==> config.mk <==
export PLATFORM = sky130hd
export DESIGN_NAME = riscv_mainfsm
export DESIGN_NICKNAME = d
export VERILOG_FILES = /design/src/rtl/riscv_mainfsm.sv
export SDC_FILE = /design/constraint.sdc
export NUM_CORES = 1
export LEC_CHECK = 0
export ABC_AREA = 1
export CAP_MARGIN = 20
export CORE_AREA = 2 2 40 42
export DETAILED_ROUTE_END_ITERATION = 10
export DIE_AREA = 0 0 42 44
export GPL_TIMING_DRIVEN = 0
export PLACE_DENSITY = 0.78
export SYNTH_ARGS = -nofsm -noshare
export SYNTH_HDL_FRONTEND = slang
export SYNTH_SLANG_ARGS = --single-unit
==> constraint.sdc <==
create_clock -name clk -period 2.5 [get_ports clk]
set_input_delay 0.25 -clock clk [delete_from_list [all_inputs] [get_ports clk]]
set_output_delay 0.25 -clock clk [all_outputs]
set_load 0.01 [all_outputs]
==> src/rtl/riscv_mainfsm.sv <==
// riscv_mainfsm: multicycle RISC-V main controller.
// Walks each instruction through FETCH/DECODE/execute/memory/writeback
// states and drives the datapath enables and mux selects. Outputs are
// Moore (decoded from state) except PCWrite (needs Zero), ImmSrc (pure
// opcode decode) and illegal_op (opcode check in DECODE).
// Optional feature macro: RISCV_MAINFSM_BNE_EN -- when defined, the branch
// state honours funct3[0] so bne is taken on Zero=0; otherwise every
// branch opcode behaves as beq.
module riscv_mainfsm (
    input  logic       clk,
    input  logic       reset,
    input  logic [6:0] op,
    input  logic [2:0] funct3,
    input  logic       Zero,
    output logic       PCWrite,
    output logic       AdrSrc,
    output logic       MemWrite,
    output logic       IRWrite,
    output logic [1:0] ResultSrc,
    output logic [1:0] ALUSrcA,
    output logic [1:0] ALUSrcB,
    output logic [1:0] ALUOp,
    output logic       RegWrite,
    output logic [1:0] ImmSrc,
    output logic [3:0] state_o,
    output logic       illegal_op
);

    localparam logic [3:0] S_FETCH    = 4'd0;
    localparam logic [3:0] S_DECODE   = 4'd1;
    localparam logic [3:0] S_MEMADR   = 4'd2;
    localparam logic [3:0] S_MEMREAD  = 4'd3;
    localparam logic [3:0] S_MEMWB    = 4'd4;
    localparam logic [3:0] S_MEMWRITE = 4'd5;
    localparam logic [3:0] S_EXECUTER = 4'd6;
    localparam logic [3:0] S_ALUWB    = 4'd7;
    localparam logic [3:0] S_EXECUTEI = 4'd8;
    localparam logic [3:0] S_JAL      = 4'd9;
    localparam logic [3:0] S_BEQ      = 4'd10;

    localparam logic [6:0] OP_LW     = 7'b0000011;
    localparam logic [6:0] OP_SW     = 7'b0100011;
    localparam logic [6:0] OP_RTYPE  = 7'b0110011;
    localparam logic [6:0] OP_IALU   = 7'b0010011;
    localparam logic [6:0] OP_JAL    = 7'b1101111;
    localparam logic [6:0] OP_BRANCH = 7'b1100011;

    logic [3:0] r_state;
    logic [3:0] w_next_state;
    logic       w_pc_update;
    logic       w_branch;
    logic       w_take;
    logic       w_op_known;

    assign w_op_known = (op == OP_LW) || (op == OP_SW) || (op == OP_RTYPE) ||
                        (op == OP_IALU) || (op == OP_JAL) || (op == OP_BRANCH);

`ifdef RISCV_MAINFSM_BNE_EN
    // funct3[0] flips the sense of the compare: beq (000) vs bne (001).
    assign w_take = Zero ^ funct3[0];
`else
    // Every branch is treated as beq; funct3 is not needed here.
    logic w_unused_funct3;
    assign w_unused_funct3 = ^funct3;
    assign w_take = Zero;
`endif

    assign state_o = r_state;
    assign PCWrite = w_pc_update | (w_branch & w_take);

    // State register; reset abandons any in-flight instruction.
    always_ff @(posedge clk or posedge reset) begin
        if (reset) begin
            r_state <= S_FETCH;
        end else begin
            r_state <= w_next_state;
        end
    end

    // Next-state decode; unused codes recover to FETCH.
    always_comb begin
        w_next_state = S_FETCH;
        case (r_state)
            S_FETCH:    w_next_state = S_DECODE;
            S_DECODE: begin
                case (op)
                    OP_LW, OP_SW: w_next_state = S_MEMADR;
                    OP_RTYPE:     w_next_state = S_EXECUTER;
                    OP_IALU:      w_next_state = S_EXECUTEI;
                    OP_JAL:       w_next_state = S_JAL;
                    OP_BRANCH:    w_next_state = S_BEQ;
                    default:      w_next_state = S_FETCH;
                endcase
            end
            S_MEMADR:   w_next_state = (op == OP_LW) ? S_MEMREAD : S_MEMWRITE;
            S_MEMREAD:  w_next_state = S_MEMWB;
            S_MEMWB:    w_next_state = S_FETCH;
            S_MEMWRITE: w_next_state = S_FETCH;
            S_EXECUTER: w_next_state = S_ALUWB;
            S_EXECUTEI: w_next_state = S_ALUWB;
            S_JAL:      w_next_state = S_ALUWB;
            S_ALUWB:    w_next_state = S_FETCH;
            S_BEQ:      w_next_state = S_FETCH;
            default:    w_next_state = S_FETCH;
        endcase
    end

    // Moore output decode; anything not set for a state stays 0.
    always_comb begin
        AdrSrc      = 1'b0;
        MemWrite    = 1'b0;
        IRWrite     = 1'b0;
        ResultSrc   = 2'b00;
        ALUSrcA     = 2'b00;
        ALUSrcB     = 2'b00;
        ALUOp       = 2'b00;
        RegWrite    = 1'b0;
        w_pc_update = 1'b0;
        w_branch    = 1'b0;
        illegal_op  = 1'b0;
        case (r_state)
            S_FETCH: begin
                IRWrite     = 1'b1;
                ALUSrcB     = 2'b10;
                ResultSrc   = 2'b10;
                w_pc_update = 1'b1;
            end
            S_DECODE: begin
                ALUSrcA    = 2'b01;
                ALUSrcB    = 2'b01;
                illegal_op = ~w_op_known;
            end
            S_MEMADR: begin
                ALUSrcA = 2'b10;
                ALUSrcB = 2'b01;
            end
            S_MEMREAD: begin
                AdrSrc = 1'b1;
            end
            S_MEMWB: begin
                ResultSrc = 2'b01;
                RegWrite  = 1'b1;
            end
            S_MEMWRITE: begin
                AdrSrc   = 1'b1;
                MemWrite = 1'b1;
            end
            S_EXECUTER: begin
                ALUSrcA = 2'b10;
                ALUOp   = 2'b10;
            end
            S_EXECUTEI: begin
                ALUSrcA = 2'b10;
                ALUSrcB = 2'b01;
                ALUOp   = 2'b10;
            end
            S_ALUWB: begin
                RegWrite = 1'b1;
            end
            S_JAL: begin
                ALUSrcA     = 2'b01;
                ALUSrcB     = 2'b10;
                w_pc_update = 1'b1;
            end
            S_BEQ: begin
                ALUSrcA  = 2'b10;
                ALUOp    = 2'b01;
                w_branch = 1'b1;
            end
            default: begin
            end
        endcase
    end

    // Immediate format follows the opcode alone, independent of state.
    always_comb begin
        case (op)
            OP_SW:     ImmSrc = 2'b01;
            OP_BRANCH: ImmSrc = 2'b10;
            OP_JAL:    ImmSrc = 2'b11;
            default:   ImmSrc = 2'b00;
        endcase
    end

endmodule

==> summary.txt, run 1 <==
Clock network
  • Htree depth: 1
  • Sink Count: 4
  • Root Driver: clkbuf_4
  • CTS tree: yes
  • Post-CTS setup buffers: 0
  • Maximum clock insertion buffer count: 2
  • Worst skew pair latency: 0.23 ns
  • Number of buffers created by CTS: 3
  • Hold-fix buffers, CTS: 0
  • Clock transition at the registers of the reported paths: 0.04 ns
  • CTS-repair resized insts: 0

Yosys
  • Synth area leader: dfrtp_1
  • Unique masters post-synth: 15
  • Syn avg cell area: 5.40 sq um
  • Yosys top cell area share: 0.208
  • Compound-gate portion of the synthesized area: 0.0469
  • Post-synth top cells: nand2_1 (24), inv_1 (19), nor2_1 (13)
  • Seq/Total Area, Yosys: 0.208
  • Synthesized area: 480 sq um
  • Main synth FF type: dfrtp_1
  • Yosys reg bits: 4
  • Top-count cell post-synth: nand2_1
  • Main combinational cell family by area after synthesis: simple AND/OR/NAND/NOR gates
  • Ys async rst share: 1.00
  • Post-synth EDFFs: 0
  • Mux contribution to synthesized area: 0
  • Post-Synth XOR/XNOR Area: 0
  • Warnings, synthesis: 0
  • Net count after synthesis: 102
  • Synth Area in Adders: 0
  • Simple-gate share of the synthesized area: 0.573
  • Synth area leaders: dfrtp_1 (21%), nand2_1 (19%), inv_1 (15%), nor2_1 (10%), nand3_1 (8.3%)
  • Post-synthesis cell count: 89

STA
  • Sum of negative setup slack: 0 ns
  • Final setup vio count: 0
  • Final worst path period need: 2.09 ns
  • Worst Max-Slew Pin Slew: 0.246 ns
  • Final Max Slew Viols: 0
  • Highest clock rate: 478 MHz
  • Slew HR: 0.836
  • RSZ-0062 raised after global routing: false
  • Fin crit share: 0.836
  • Setup ws final: 0.410 ns
  • Setup Skew: 0.00328 ns
  • Hold Fails Final Rpt: 0

Global routing
  • Vias in the first global route: 584
  • Initial antenna violation count: 0
  • First-pass GRT wire length: 2150 microns
  • Pin count of the biggest net entering global routing: 8
  • Total gr overflow: 0
  • GRT Overall Usage: 0.155

Worst setup path
  • CP Capture Type: primary output
  • CP bufs+invs: 3
  • Critical path class: in -> out
  • Crit-path max FO: 4
  • R2R depth: 5
  • Crit path DAT: 1.84 ns
  • Slowest CP cell: clkdlybuf4s50_1
  • Req. time, crit path: 2.25 ns
  • Crit path cell chain: clkdlybuf4s50_1, inv_1, nand2_1, nor2_2, nand3_1, nand2_1, nor3_1, clkdlybuf4s50_1
  • Top Family by Delay on Critical Path: buffers and inverters
  • RR Endpoint: state_o[0]$_DFF_PP0_
  • Crit path largest cell delay: 0.56 ns
  • CP startpoint kind: input port
  • Critical R2R Launch: state_o[2]$_DFF_PP0_
  • Reg2reg setup slack: 1.37 ns

Placement
  • PortBufs: 29
  • Post-DP Area: 791 sq um
  • Post-detail-place hpwl: 1040 microns
  • Pre-CTS setup slack: 0.416 ns
  • GP Congestion: 0.800

Power
  • Sw frac: 0.398
  • Clk pwr share: 0.141
  • Net Switching: 221 uW
  • Internal: 335 uW
  • Comb power frac: 0.682
  • Lkg Pwr: 0.000441 uW
  • Worst vdd ir: 0.284 mV
  • Reg power frac: 0.177
  • Power density cells: 683 nW/um^2

Detailed routing
  • Final wirelength: 1250 microns
  • Routed WL per cell: 9.11 microns
  • Initial DRC count: 8
  • Routed vias: 651
  • Drt via density: 4.75
  • Antenna viol nets, final: 0
  • DRC Markers: 0
  • Detailed Routing Iterations Pass 1: 4

Worst hold path
  • HP Class: in -> async

Outcome
  • Outcome: finished, final reports clean

Floorplanning
  • Die area: 1850 sq um
  • Initial Util: 0.339
  • Die X: 42 microns
  • Die height: 44 microns
  • FP Rows: 14
  • Num ports: 33
  • Core area: 1420 sq um

Layout
  • Number of fill cells: 156
  • Diodes inserted: 0
  • Share of layout cells above drive strength 1: 0.116
  • Nets: 136
  • Max reg flops: 4
  • Post-route cell area: 813 sq um
  • Area grow syn2layout: 69.3%

Flow run
  • # Max-Cap Violations: 0
[cell usage in the layout (no fill, tap or decap)]
cell type,n
clkdlybuf4s50_1,29
nand2_1,24
inv_1,19
nor2_1,13
nand3_1,8
nor2_2,5
nand4_1,4
dfrtp_1,4
nand2_2,3
clkbuf_4,3
nor3_1,2
a21oi_1,2
nor2_4,1
inv_2,1
o31ai_1,1
o21ai_0,1
buf_4,1
[power by group through the flow]
stage | sequential [uW] | combinational, uW | clock [uW]
CTS | 97.8 | 381 | 81.6
floorplan | 102 | 172 | 0
finish | 98.2 | 379 | 78.5
global route | 103 | 409 | 85.7
global placement | 97.7 | 375 | 0
detailed placement | 98.5 | 379 | 0
[worst register-to-register path, delay by kind of cell, from the launching register on]
kind | cells | cell delay, ns
AND/OR/NAND/NOR | 4 | 0.57
flip-flops | 1 | 0.44
buffers and inverters | 1 | 0.05
[layout make-up]
type	instances	area, sq um	share of cell area
Sequential cell	4	100	0.123
Tap cell	16	20.0	0.0246
Inverter	20	75.1	0.0923
Timing Repair Buffer	29	290	0.357
Buffer	1	7.51	0.00923
Multi-Input combinational cell	64	298	0.366
Clock buffer	3	22.5	0.0277
[kinds of logic (layout without fill, tap and decap cells)]
group / count (synthesis) / count (layout)
AND/OR/NAND/NOR: 60 / 60
buffers and inverters: 21 / 53
AO/OA/AOI/OAI: 4 / 4
flip-flops: 4 / 4
[per-layer routing]
layer	wire length, microns	track usage	up-vias
met4	0	0.0968	0
met2	662	0.294	28
met5	0	0	-
met3	77	0.0375	0
met1	508	0.149	285
li1	-	-	338
[worst max-delay path by stage]
| stage | slack, ns | to | startpoint | cells past startpoint |
|---|---|---|---|---|
| 6_report | 0.41 | illegal_op | op[4] | 8 |
| 5_1_grt | 0.26 | illegal_op | op[4] | 8 |
| 4_1_cts | 0.39 | illegal_op | op[4] | 8 |
| 3_5_place_dp | 0.42 | illegal_op | op[4] | 8 |
| 3_3_place_gp | 0.41 | illegal_op | op[4] | 8 |
| 2_1_floorplan | 1.22 | illegal_op | state_o[2]$_DFF_PP0_ | 3 |
[per-stage QoR]
stage	cells	hold WS, ns	power [uW]	utilization
after detailed placement	134	0.442	478	0.557
after global routing	137	0.212	598	0.573
after global placement	134	0.434	472	0.557
after CTS	137	0.193	560	0.573
after floorplan	89	0.0161	274	-
final	137	0.193	555	0.573
Power figures use the tool's default switching activity.
==> run 2: changes to the inputs <==
Settings changed: CORE_AREA 2 2 40 42 to 2 2 44 46, DIE_AREA 0 0 42 44 to 0 0 46 48, PLACE_DENSITY 0.78 to 0.69.
Clock period 2.5 ns to 1.9 ns, I/O delays scaled along.
==> run 2 against run 1 <==
  * Sequential power increased by 43%
  * Clock power increased by 31%
  * Clock skew hardly changed
  * Via count unchanged
  * Global-route usage shrank 3.2 points
  * Critical path type is now reg -> out
  * Largest cell class is now buffers
  * Combinational power up 33%
  * Cell area is 6.9% higher
  * Worst setup slack lost 0.33 ns
==> summary.txt, run 2 (synthesis gave the netlist of run 1 again) <==
STA
  • Highest clock rate: 548 MHz
  • Fin crit share: 0.960
  • Setup Skew: 0.00323 ns
  • Final setup vio count: 0
  • Hold Fails Final Rpt: 0
  • Final Max Slew Viols: 0
  • Worst Max-Slew Pin Slew: 0.217 ns
  • Final worst path period need: 1.82 ns
  • Worst hold margin: 0.145 ns
  • Slew HR: 0.855
  • RSZ-0062 raised after global routing: false

Layout
  • Commonest non-fill, non-tap cell in the layout: nand2_1
  • Diodes inserted: 0
  • Nets: 139
  • Most frequent cells in the layout: nand2_1 (23), inv_1 (19), clkdlybuf4s50_1 (19)
  • Share of layout cells above drive strength 1: 0.177
  • Max reg flops: 4
  • Post-layout util: 0.515
  • Area grow syn2layout: 81.0%

Clock network
  • Maximum clock insertion buffer count: 2
  • CTS tree: yes
  • Htree depth: 1
  • Sink Count: 4
  • Worst skew pair latency: 0.23 ns
  • Number of buffers created by CTS: 3
  • Clock transition at the registers of the reported paths: 0.04 ns
  • Root Driver: clkbuf_4

Global routing
  • First-pass GRT wire length: 2020 microns
  • GRT Overall Usage: 0.123
  • Pin count of the biggest net entering global routing: 8
  • Total gr overflow: 0
  • Initial antenna violation count: 0
  • Vias in the first global route: 545

Detailed routing
  • Detailed Routing Iterations Pass 1: 4
  • Drt via density: 4.62
  • Routed WL per cell: 9.38 microns
  • Initial DRC count: 3
  • Antenna viol nets, final: 0
  • Routed vias: 651
  • DRC Markers: 0
  • Final wirelength: 1320 microns

Flow run
  • # Max-Cap Violations: 0

Worst setup path
  • Crit path DAT: 1.63 ns
  • Crit-path max FO: 6
  • RR Endpoint: state_o[0]$_DFF_PP0_
  • Reg2reg setup slack: 0.64 ns
  • CP startpoint kind: register
  • R2R depth: 6
  • CP Capture Type: primary output
  • Req. time, crit path: 1.71 ns
  • Critical R2R Launch: state_o[2]$_DFF_PP0_
  • Critical path class: reg -> out

Outcome
  • Outcome: finished, final reports clean

Placement
  • Post-detail-place hpwl: 1050 microns
  • GP Congestion: 0.832
  • PortBufs: 29

Floorplanning
  • Die height: 48 microns
  • Initial Util: 0.284
  • Num ports: 33
  • Die area: 2210 sq um
  • Core area: 1690 sq um
  • FP Rows: 15
  • Die X: 46 microns

Power
  • Net Switching: 300 uW
  • Lkg Pwr: 0.000567 uW
  • Internal: 447 uW
  • Worst vdd ir: 0.292 mV
  • Sw frac: 0.402
  • Reg power frac: 0.187
  • Clk pwr share: 0.137
  • Comb power frac: 0.676
  • Power density cells: 859 nW/um^2

Worst hold path
  • HP Class: in -> async
run 2: cell types whose count changed in the layout (fill, tap and decap cells not counted), moves of 3 or more:
cell | previous run | this run
dlygate4sd2_1 | 0 | 3
dlymetal6s2s_1 | 0 | 7
clkdlybuf4s50_1 | 29 | 19
buf_4 | 1 | 4
dfrtp_2 | 0 | 3
dfrtp_1 | 4 | 1
run 2: how the worst max path moves through the flow:
stage                               from            to  slack [ns]  cells after the start
global placement                   op[4]    illegal_op       -0.10                      8
global route        state_o[1]$_DFF_PP0_  ResultSrc[0]       0.006                      5
finish              state_o[1]$_DFF_PP0_  ResultSrc[0]        0.08                      5
floorplan           state_o[2]$_DFF_PP0_    illegal_op        0.68                      3
detailed placement                 op[4]    illegal_op       -0.08                      8
CTS                 state_o[1]$_DFF_PP0_       PCWrite       0.005                      7
run 2: power groups by stage:
| stage | clock network [uW] | registers (uW) | logic (uW) |
|---|---|---|---|
| 2_1_floorplan | 0 | 134 | 227 |
| 3_3_place_gp | 0 | 129 | 496 |
| 3_5_place_dp | 0 | 130 | 499 |
| 4_1_cts | 104 | 132 | 507 |
| 5_1_grt | 113 | 141 | 553 |
| 6_report | 103 | 140 | 505 |
run 2: critical path: stages (launching register included):
cell             delay [ns]
dfrtp_2                0.44
nor2_2                 0.15
buf_4                  0.13
inv_1                  0.04
nor2_1                 0.10
clkdlybuf4s50_1        0.54
run 2: area by class of cell:
class / instances / area [sq um]
fill: 167 / 820
timing repair buffer: 32 / 327
multi-input combinational: 64 / 313
sequential: 4 / 104
inverter: 20 / 75.1
clock buffer: 3 / 22.5
tap: 17 / 21.3
buffer: 1 / 7.51
run 2: repair_timing:
action,4_1_cts,5_1_grt
setup endpoints to repair,5,7
pin swaps,2,1
gates cloned,0,0
hold buffers,0,0
setup buffers,1,2
gates resized for setup,5,12
run 2: layer usage:
layer / wire [microns] / global-route usage
met3: 70 / 0
met5: 0 / 0
met2: 694 / 0.247
met4: 0 / 0.0514
met1: 557 / 0.134
run 2: metrics by stage:
stage | cells | total power [uW] | setup WS (ns) | cell area, sq um | TNS [ns]
floorplan | 89 | 360 | 0.677 | 480 | 0
global placement | 135 | 625 | -0.103 | 792 | -0.158
detailed placement | 135 | 629 | -0.0813 | 792 | -0.131
CTS | 139 | 742 | 0.00550 | 822 | 0
global route | 141 | 807 | 0.00635 | 870 | 0
finish | 141 | 747 | 0.0761 | 870 | 0
